File: src/rtl/mist1032isa_mem_pkg.sv
// Shared definitions for the load/store-to-memory bridge: order codes, request
// and tag layouts, byte-lane mask generation, store replication and read extraction.
package mist1032isa_mem_pkg;

  localparam logic [1:0] ORDER_BYTE = 2'b00;
  localparam logic [1:0] ORDER_HALF = 2'b01;
  localparam logic [1:0] ORDER_WORD = 2'b10;
  localparam logic [1:0] ORDER_NOP  = 2'b11;

  localparam int TAG_W = 5;

  typedef struct packed {
    logic [1:0]  order;
    logic        rw;
    logic [25:0] addr;
    logic [31:0] data;
  } req_t;

  // Outstanding-read tag: byte offset inside the 64-bit beat plus access size.
  typedef struct packed {
    logic [2:0] addr;
    logic [1:0] order;
  } tag_t;

  localparam req_t REQ_RESET = '{order: ORDER_NOP, rw: 1'b0, addr: 26'h0, data: 32'h0};

  function automatic logic [3:0] gen_mask(input logic [1:0] order, input logic [1:0] addr);
    case (order)
      ORDER_BYTE: gen_mask = 4'b0001 << addr;
      ORDER_HALF: gen_mask = addr[1] ? 4'b1100 : 4'b0011;
      ORDER_WORD: gen_mask = 4'b1111;
      default:    gen_mask = 4'b0000;
    endcase
  endfunction

  function automatic logic [31:0] rep_data(input logic [1:0] order, input logic [31:0] data);
    case (order)
      ORDER_BYTE: rep_data = {4{data[7:0]}};
      ORDER_HALF: rep_data = {2{data[15:0]}};
      ORDER_WORD: rep_data = data;
      default:    rep_data = 32'h0;
    endcase
  endfunction

  // Misaligned low address bits are simply dropped by the shift granularity.
  function automatic logic [31:0] extract_read(input tag_t tag, input logic [63:0] beat);
    logic [31:0] half;
    half = tag.addr[2] ? beat[63:32] : beat[31:0];
    case (tag.order)
      ORDER_BYTE: extract_read = (half >> {tag.addr[1:0], 3'b000}) & 32'h0000_00FF;
      ORDER_HALF: extract_read = (half >> {tag.addr[1], 4'b0000}) & 32'h0000_FFFF;
      default:    extract_read = half;
    endcase
  endfunction

endpackage

File: src/rtl/mist1032isa_sync_fifo.sv
// Small synchronous FIFO with wrap-bit pointers; depth must be 2**P_DEPTH_N.
// Push at full is honoured when a pop frees a slot in the same cycle.
module mist1032isa_sync_fifo #(
  parameter int P_N       = 16,
  parameter int P_DEPTH   = 4,
  parameter int P_DEPTH_N = 2
) (
  input  logic           clk,
  input  logic           rst_n,
  input  logic           push,
  input  logic [P_N-1:0] push_data,
  output logic           full,
  input  logic           pop,
  output logic [P_N-1:0] pop_data,
  output logic           empty
);

  logic [P_N-1:0]     mem [P_DEPTH];
  logic [P_DEPTH_N:0] wr_ptr;
  logic [P_DEPTH_N:0] rd_ptr;
  logic               do_push;
  logic               do_pop;

  assign empty    = (wr_ptr == rd_ptr);
  assign full     = (wr_ptr[P_DEPTH_N] != rd_ptr[P_DEPTH_N]) &&
                    (wr_ptr[P_DEPTH_N-1:0] == rd_ptr[P_DEPTH_N-1:0]);
  assign do_pop   = pop && !empty;
  assign do_push  = push && (!full || do_pop);
  assign pop_data = mem[rd_ptr[P_DEPTH_N-1:0]];

  always_ff @(posedge clk or negedge rst_n) begin
    if (!rst_n) begin
      wr_ptr <= '0;
      rd_ptr <= '0;
      for (int i = 0; i < P_DEPTH; i++) mem[i] <= '0;
    end else begin
      if (do_push) begin
        mem[wr_ptr[P_DEPTH_N-1:0]] <= push_data;
        wr_ptr                     <= wr_ptr + 1'b1;
      end
      if (do_pop) rd_ptr <= rd_ptr + 1'b1;
    end
  end

endmodule

File: src/rtl/mist1032isa_mem_access_bridge.sv
// Load/store unit to 64-bit memory port bridge: one registered request, byte-masked
// issue with replicated store data, in-order read tags and an aligned result register.
module mist1032isa_mem_access_bridge
  import mist1032isa_mem_pkg::*;
#(
  parameter int P_TAG_DEPTH   = 4,
  parameter int P_TAG_DEPTH_N = 2
) (
  input  logic        iCLOCK,
  input  logic        inRESET,
  input  logic        iREQ,
  output logic        oLOCK,
  input  logic [1:0]  iORDER,
  input  logic        iRW,
  input  logic [25:0] iADDR,
  input  logic [31:0] iDATA,
  output logic        oVALID,
  input  logic        iLOCK,
  output logic [31:0] oDATA,
  output logic        oMEMORY_REQ,
  input  logic        iMEMORY_LOCK,
  output logic [1:0]  oMEMORY_ORDER,
  output logic [3:0]  oMEMORY_MASK,
  output logic        oMEMORY_RW,
  output logic [25:0] oMEMORY_ADDR,
  output logic [31:0] oMEMORY_DATA,
  input  logic        iMEMORY_VALID,
  output logic        oMEMORY_LOCK,
  input  logic [63:0] iMEMORY_DATA
);

  req_t        b_req;
  logic        b_req_valid;
  logic        b_out_valid;
  logic [31:0] b_out_data;

  logic        req_noop;
  logic        issue;
  logic        accept;
  logic        tag_push;
  logic        tag_pop;
  logic        tag_full;
  logic        tag_empty;
  logic        beat_take;
  tag_t        tag_head;

  // A no-op leaves the register without touching memory or the tag FIFO.
  assign req_noop = (b_req.order == ORDER_NOP);
  assign issue    = b_req_valid &&
                    (req_noop || (!iMEMORY_LOCK && (b_req.rw || !tag_full)));
  assign oLOCK    = b_req_valid && !issue;
  assign accept   = iREQ && !oLOCK;

  always_ff @(posedge iCLOCK or negedge inRESET) begin
    if (!inRESET) begin
      b_req_valid <= 1'b0;
      b_req       <= REQ_RESET;
    end else if (accept) begin
      b_req_valid <= 1'b1;
      b_req       <= '{order: iORDER, rw: iRW, addr: iADDR, data: iDATA};
    end else if (issue) begin
      b_req_valid <= 1'b0;
    end
  end

  assign oMEMORY_REQ   = issue && !req_noop;
  assign oMEMORY_ORDER = b_req.order;
  assign oMEMORY_MASK  = gen_mask(b_req.order, b_req.addr[1:0]);
  assign oMEMORY_RW    = b_req.rw;
  assign oMEMORY_ADDR  = b_req.addr;
  assign oMEMORY_DATA  = rep_data(b_req.order, b_req.data);

  assign tag_push  = oMEMORY_REQ && !b_req.rw;
  assign beat_take = iMEMORY_VALID && !oMEMORY_LOCK;
  assign tag_pop   = beat_take && !tag_empty;

  mist1032isa_sync_fifo #(TAG_W, P_TAG_DEPTH, P_TAG_DEPTH_N) u_tag_fifo (
    .clk       (iCLOCK),
    .rst_n     (inRESET),
    .push      (tag_push),
    .push_data ({b_req.addr[2:0], b_req.order}),
    .full      (tag_full),
    .pop       (tag_pop),
    .pop_data  (tag_head),
    .empty     (tag_empty)
  );

  // Result holds while the core stalls; memory is told to hold its next beat meanwhile.
  always_ff @(posedge iCLOCK or negedge inRESET) begin
    if (!inRESET) begin
      b_out_valid <= 1'b0;
      b_out_data  <= 32'h0;
    end else if (tag_pop) begin
      b_out_valid <= 1'b1;
      b_out_data  <= extract_read(tag_head, iMEMORY_DATA);
    end else if (!iLOCK) begin
      b_out_valid <= 1'b0;
    end
  end

  assign oVALID       = b_out_valid;
  assign oDATA        = b_out_data;
  assign oMEMORY_LOCK = b_out_valid && iLOCK;

`ifndef SYNTHESIS
  always_ff @(posedge iCLOCK) begin
    if (inRESET && beat_take && tag_empty)
      $display("%m: read beat with no outstanding tag, discarded (t=%0t)", $time);
  end
`endif

endmodule
File: config.mk
export PLATFORM = sky130hd
export DESIGN_NAME = mist1032isa_mem_access_bridge
export DESIGN_NICKNAME = d
export VERILOG_FILES = /design/src/rtl/mist1032isa_mem_pkg.sv /design/src/rtl/mist1032isa_sync_fifo.sv /design/src/rtl/mist1032isa_mem_access_bridge.sv
export SDC_FILE = /design/constraint.sdc
export NUM_CORES = 1
export LEC_CHECK = 0
export CAP_MARGIN = 30
export CORE_MARGIN = 5
export CORE_UTILIZATION = 46
export DETAILED_ROUTE_END_ITERATION = 10
export HOLD_SLACK_MARGIN = 0.03
export PLACE_DENSITY_LB_ADDON = 0.2
export SETUP_SLACK_MARGIN = 0.3
export SLEW_MARGIN = 20
export SYNTH_ARGS = -nofsm -noshare
export SYNTH_HDL_FRONTEND = slang
export SYNTH_SLANG_ARGS = --single-unit
File: constraint.sdc
create_clock -name iCLOCK -period 2.5 [get_ports iCLOCK]
set_input_delay 0.625 -clock iCLOCK [delete_from_list [all_inputs] [get_ports iCLOCK]]
set_output_delay 0.625 -clock iCLOCK [all_outputs]
set_load 0.05 [all_outputs]
# --- After elaboration in Yosys (flattened, before gate mapping) ---
# Cells that the tools add are included.
word_totals:
  elab_cells: 73
  input_bits: 131
  out_inout_bits: 101
  reg_bits: 121
classes:
  bitwise: 2
  n_reduce_logical: 27
  magnitude_cmp: 3
  n_eq_ne: 8
  shift: 3
  mux: 15
  n_addsub: 2
ops:
  columns: ["operator", "n"]
  rows:
  - ["$pmux W32 S3", 1]
  - ["$pmux W32 S2", 1]
  - ["$mux W32", 1]
  - ["$shr A32 B5 Y16", 1]
  - ["$shr A32 B5 Y8", 1]
  - ["$bwmux W20", 1]
  - ["$mux W5", 3]
  - ["$logic_and A1 B1 Y1", 13]
  - ["$pmux W4 S3", 1]
  - ["$bmux W5 S2", 1]
  - ["$demux W5 S2", 1]
  - ["$logic_not A1 Y1", 8]
  - ["$add A3 B1 Y3 const B", 2]
  - ["$ge A3 B3 Y1 const B", 2]
  - ["$not A2 Y3", 2]
  - ["$eq A2 B1 Y1 const B", 2]
  - ["$eq A2 B2 Y1 const B", 2]
  - ["$logic_not A2 Y1", 2]
  - ["$mux W1", 4]
  - ["$mux W4", 1]
  - ["$shl A1 B2 Y4 const A", 1]
  - ["$eq A3 B3 Y1", 1]
  - ["$logic_or A1 B1 Y1", 3]
  - ["$lt A3 B1 Y1 const B", 1]
  - ["other kinds (4)", 4]

# --- Depth between registers and ports, before layout ---
depth:
  word_depth: 12
  ltp_mapped: 9
  mapped_depth_nobuf: 5

# --- Hierarchy ---
# From an unflattened synthesis, not the netlist that was laid out.
hier_totals:
  cells_unflattened: 634
  hier_area_um2: 7294.5
by_module_without_submodules:
  columns: ["module", "cells_per_inst", "area_each_um2", "n_inst", "seq_area_each_um2"]
  rows:
  - ["mist1032isa_mem_access_bridge", 526, 5819.3, 1, 2379.8]
  - ["mist1032isa_sync_fifo", 108, 1475.2, 1, 650.6]

# --- Worst setup path after synthesis ---
# OpenSTA, ideal clock, no wires.
synth_timing:
  path_kind: "register to output"
  startpoint: "register b_req, in the netlist oMEMORY_ORDER[0]"
  endpoint: "output port oMEMORY_MASK[3]"
  path_slack_ns: -0.259
  required_ns: 1.875
  arrival_ns: 2.134
  path_buffers: 2
  stages_incl_launch_ff: 5
  path_cell_list: "dfstp_2 -> clkbuf_1 -> clkbuf_1 -> o21ai_0 -> mux2i_1"
synth_via:
  elab_chain_len: 2
  elab_cells_between_ends: 4
  cone_classes: "2 x eq/ne; 1 x mux; 1 x reduce/logical"
synth_rtl:
  columns: ["element", "line_no", "text"]
  rows:
  - ["start: declaration", "mist1032isa_mem_access_bridge.sv:32", "req_t b_req;"]
  - ["start signal: assignment", "mist1032isa_mem_access_bridge.sv:60", "b_req <= '{order: iORDER, rw: iRW, addr: iADDR, data: iDATA};"]
  - ["$eq A2 B2 Y1, or another cell as far along", "mist1032isa_mem_pkg.sv:28", "case (order)"]
  - ["$pmux W4 S3 *", "mist1032isa_mem_pkg.sv:28", null]
  - ["end: declaration", "mist1032isa_mem_access_bridge.sv:23", "output logic [3:0] oMEMORY_MASK,"]
# Mark *: on every way between the ends. The rest lies on a longest branch, timed or not.

# --- Worst setup path after layout ---
layout_timing:
  startpoint: "register b_req, in the netlist oMEMORY_ORDER[0]"
  endpoint: "output port oMEMORY_DATA[30]"
layout_via:
  elab_chain_len: 2
  elab_cells_between_ends: 4
  cone_classes: "2 x eq/ne; 1 x mux; 1 x reduce/logical"
layout_rtl:
  columns: ["element", "line_no", "text"]
  rows:
  - ["$eq A2 B2 Y1, or another cell as far along", "mist1032isa_mem_pkg.sv:37", "case (order)"]
  - ["$pmux W32 S3 *", "mist1032isa_mem_pkg.sv:37", null]
  - ["end: declaration", "mist1032isa_mem_access_bridge.sv:26", "output logic [31:0] oMEMORY_DATA,"]
# Marked as above.

==> summary.json <==
{
  "outcome": {
    "outcome": "finished with violations",
    "violated_checks": "negative setup slack"
  },
  "routing": {
    "via_per_inst": 5.51,
    "antenna_violating_nets_post_route": 0,
    "route.detailed.wl_per_inst_um": 23.7,
    "drt_first_pass_iters": 5,
    "dr.first_iter.drc_count": 372,
    "routed-wl-met3_um": 1920,
    "highest_routing_layer_actually_used": "met4",
    "via_count": 5660,
    "routed-wl-met2_um": 12400,
    "routed_wl_um": 24300,
    "drt-met1-wl_um": 9260,
    "drt_drc_violations_left": 0
  },
  "global_route": {
    "wire_length_of_the_first_global_routing_pass_um": 33700,
    "globalRouteOverflowTotal": 0,
    "grt_start_max_net_pins": 45,
    "grtUsageTotal_pct": 26.0,
    "initial_antenna_violation_count": 0,
    "vias_in_the_first_global_route": 6090
  },
  "timing": {
    "setup_ws_post_layout_ps": -99.2,
    "worst_clock_skew_ps": 10.7,
    "post-route-min-period_ps": 2600,
    "rsz0062_at_grt": "true",
    "timing.final.hold_violations": 0,
    "timing.final.crit_share_pct": 104,
    "worstMarginPinSlew_ps": 615,
    "clock.fmax_ghz": 0.385,
    "final-max-slew-violation-count": 0,
    "relSlewSlack_pct": 59.0,
    "timing.final.setup_violations": 12
  },
  "synthesis": {
    "ys_seq_elements": 121,
    "synth_top_area_share_pct": 44.7,
    "number_of_enable_type_register_cells_in_the_synthesized_netlist": 0,
    "ys_seq_area_share_pct": 45.4,
    "yosysWarningCount": 0,
    "synthTopCellsByArea": "sky130_fd_sc_hd__dfrtp_1, sky130_fd_sc_hd__mux2i_1, sky130_fd_sc_hd__mux2_1",
    "net_count_after_synthesis": 706,
    "post-synth-top-area-cell": "sky130_fd_sc_hd__dfrtp_1",
    "synth_most_common_cell": "sky130_fd_sc_hd__dfrtp_1",
    "synth.distinct_cells": 40,
    "post_synthesis_cell_count": 570,
    "post_synth_instance_area_um2": 6670,
    "async_flop_share_pct": 100,
    "syn-mean-instance-area_um2": 11.7,
    "ys_dominant_reg_cell": "sky130_fd_sc_hd__dfrtp_1",
    "ys_top_cells_by_count": "sky130_fd_sc_hd__dfrtp_1, sky130_fd_sc_hd__mux2i_1, sky130_fd_sc_hd__mux2_1, sky130_fd_sc_hd__nand2_1, sky130_fd_sc_hd__buf_4"
  },
  "floorplan": {
    "num_io_pins": 232,
    "die_x_um": 130,
    "dieHeight_um": 130,
    "floorplan.initialDensity_pct": 46.4,
    "design.die.area_um2": 17000,
    "fp.coreArea_um2": 14400,
    "fp-row-count": 44
  },
  "clocking": {
    "worst_setup_hold_path_clk_slew_ps": 50,
    "clock_sink_count": 121,
    "worstSkewPairLatency_ps": 420,
    "cts_max_level": 4,
    "cts_root_buffer": "sky130_fd_sc_hd__clkbuf_16",
    "clock_tree_from_tritoncts": "done",
    "cts-buffers-inserted": 17,
    "cts-root-to-sink-buffers": 2
  },
  "power_and_ir_drop": {
    "worst_ir_drop_vdd_mv": 0.921,
    "fin_total_pwr_mw": 17.3,
    "power.static_leakage_nw": 5.41,
    "powerDensity_nw_per_um2": 1520
  },
  "setup_path": {
    "timing.critical_path.slowest_cell_delay_ps": 680,
    "critPathLaunchType": "register",
    "cp_slowest_cell": "sky130_fd_sc_hd__dfstp_4",
    "worstPathArrival_ps": 1970,
    "ff2ff_path_depth": 10,
    "worst_setup_path_end_kind": "output pin",
    "path_cells": "buf_6 > mux2i_1 > nor2_1 > a21o_2 > buf_12",
    "cell_family_with_most_cp_delay": "flip-flops",
    "cp.buffers_inverters": 2,
    "setup.worst_path.class": "register to output pin",
    "timing.critical_path.depth": 5,
    "cp_max_fo": 6,
    "worst-endpoint-required_ps": 1880
  },
  "finish": {
    "post_layout_nonfiller_instances": 1027,
    "post_route_cells_drive_above_1_share_pct": 38.0,
    "nets": 968,
    "antenna_cells": 0,
    "area.growth.synth_to_final_pct": 70.9,
    "number_of_fillers_in_the_final_layout": 785
  },
  "run": {
    "max-cap-violations": 0
  },
  "placement": {
    "placed_cells_incl_taps": 946,
    "dp_hpwl_um": 14500,
    "numPortBuffers": 231,
    "place.gp.congestion": 0.823
  },
  "hold_path": {
    "min_path_type": "primary input to asynchronous set/reset pin"
  }
}
[layer usage]
layer	vias to the layer above	track usage (%)
li1	2509	-
met1	2831	30.9
met2	266	44.7
met3	54	8.09
met4	0	9.20
met5	-	0
[worst paths after layout]
check	startpoint	endpoint	slack, ps
min reg2reg	oDATA[18]	oDATA[18]	470
max	oMEMORY_ORDER[0]	oMEMORY_DATA[30]	-100
max reg2reg	u_tag_fifo.rd_ptr[0]	b_req[4]	190
max in group asynchronous	inRESET	oMEMORY_ORDER[1]	1580
min	inRESET	oDATA[26]	230
min in group iCLOCK	oDATA[18]	oDATA[18]	470
[report_power, final]
part	internal, mW	leakage [nW]	switching [mW]
sequential	2.72	1.46	0.634
clock	1.64	0.296	0.864
combinational	5.15	3.65	6.31
total	9.51	5.41	7.81
[area by class of cell]
| cell class | count | area [um^2] | area share (%) |
|---|---|---|---|
| clock buffer | 19 | 433 | 3.80 |
| clock inverter | 11 | 155 | 1.36 |
| inverter | 15 | 56.3 | 0.494 |
| multi-input combinational | 368 | 3890 | 34.2 |
| sequential | 121 | 3040 | 26.7 |
| tap | 184 | 230 | 2.02 |
| timing repair buffer | 309 | 3590 | 31.5 |
[sequential cells by signal, indices dropped and copies added, names as in the netlist]
register and count:
oMEMORY_ORDER 2, oMEMORY_ADDR 26, u_tag_fifo.rd_ptr 3, b_req 32, u_tag_fifo.wr_ptr 3, oMEMORY_RW 1, oDATA 32, oVALID 1
u_tag_fifo.mem 20, b_req_valid 1
[what timing repair did]
action,CTS,global route
cloned,9,2
resized for setup,128,148
pin swaps,23,20
endpoints found under the setup margin,144,144
setup buffers,22,18
hold buffers,0,0
[cells by family after synthesis]
group           count (synthesis)  share of synthesized area (%)
mux                           171                           28.8
flops                         121                           45.4
simple gates                   93                           6.62
compound gates                 90                           8.95
buf+inv                        82                           7.82
xor+xnor                        8                           1.45
fa+ha+maj                       5                          0.938
[through the flow]
step           setup slack [ps]  TNS [ps]  hold WS (ps)  utilization [%]  instance area, um^2
2_1_floorplan               282         0           329                -                 6770
3_3_place_gp                216         0           464             65.4                 9400
3_5_place_dp                139         0           468             65.4                 9400
4_1_cts                   -42.6     -60.1           241             74.0                10600
5_1_grt                    -187     -1420           250             79.3                11400
6_report                  -99.2      -409           228             79.3                11400
[cell usage in the layout, fill, tap and decap left out, types with 14 or more instances in the layout]
| cell type | count |
|---|---|
| sky130_fd_sc_hd__nor2_1 | 19 |
| sky130_fd_sc_hd__clkbuf_16 | 19 |
| sky130_fd_sc_hd__mux2_4 | 67 |
| sky130_fd_sc_hd__nand2_1 | 39 |
| sky130_fd_sc_hd__dlygate4sd2_1 | 51 |
| sky130_fd_sc_hd__dfrtp_1 | 114 |
| sky130_fd_sc_hd__clkdlybuf4s50_1 | 129 |
| sky130_fd_sc_hd__o31ai_1 | 17 |
| sky130_fd_sc_hd__mux2_1 | 14 |
| sky130_fd_sc_hd__buf_4 | 35 |
| sky130_fd_sc_hd__buf_6 | 27 |
| sky130_fd_sc_hd__mux2i_1 | 71 |
| sky130_fd_sc_hd__buf_12 | 41 |
Power figures use the tool's default switching activity.
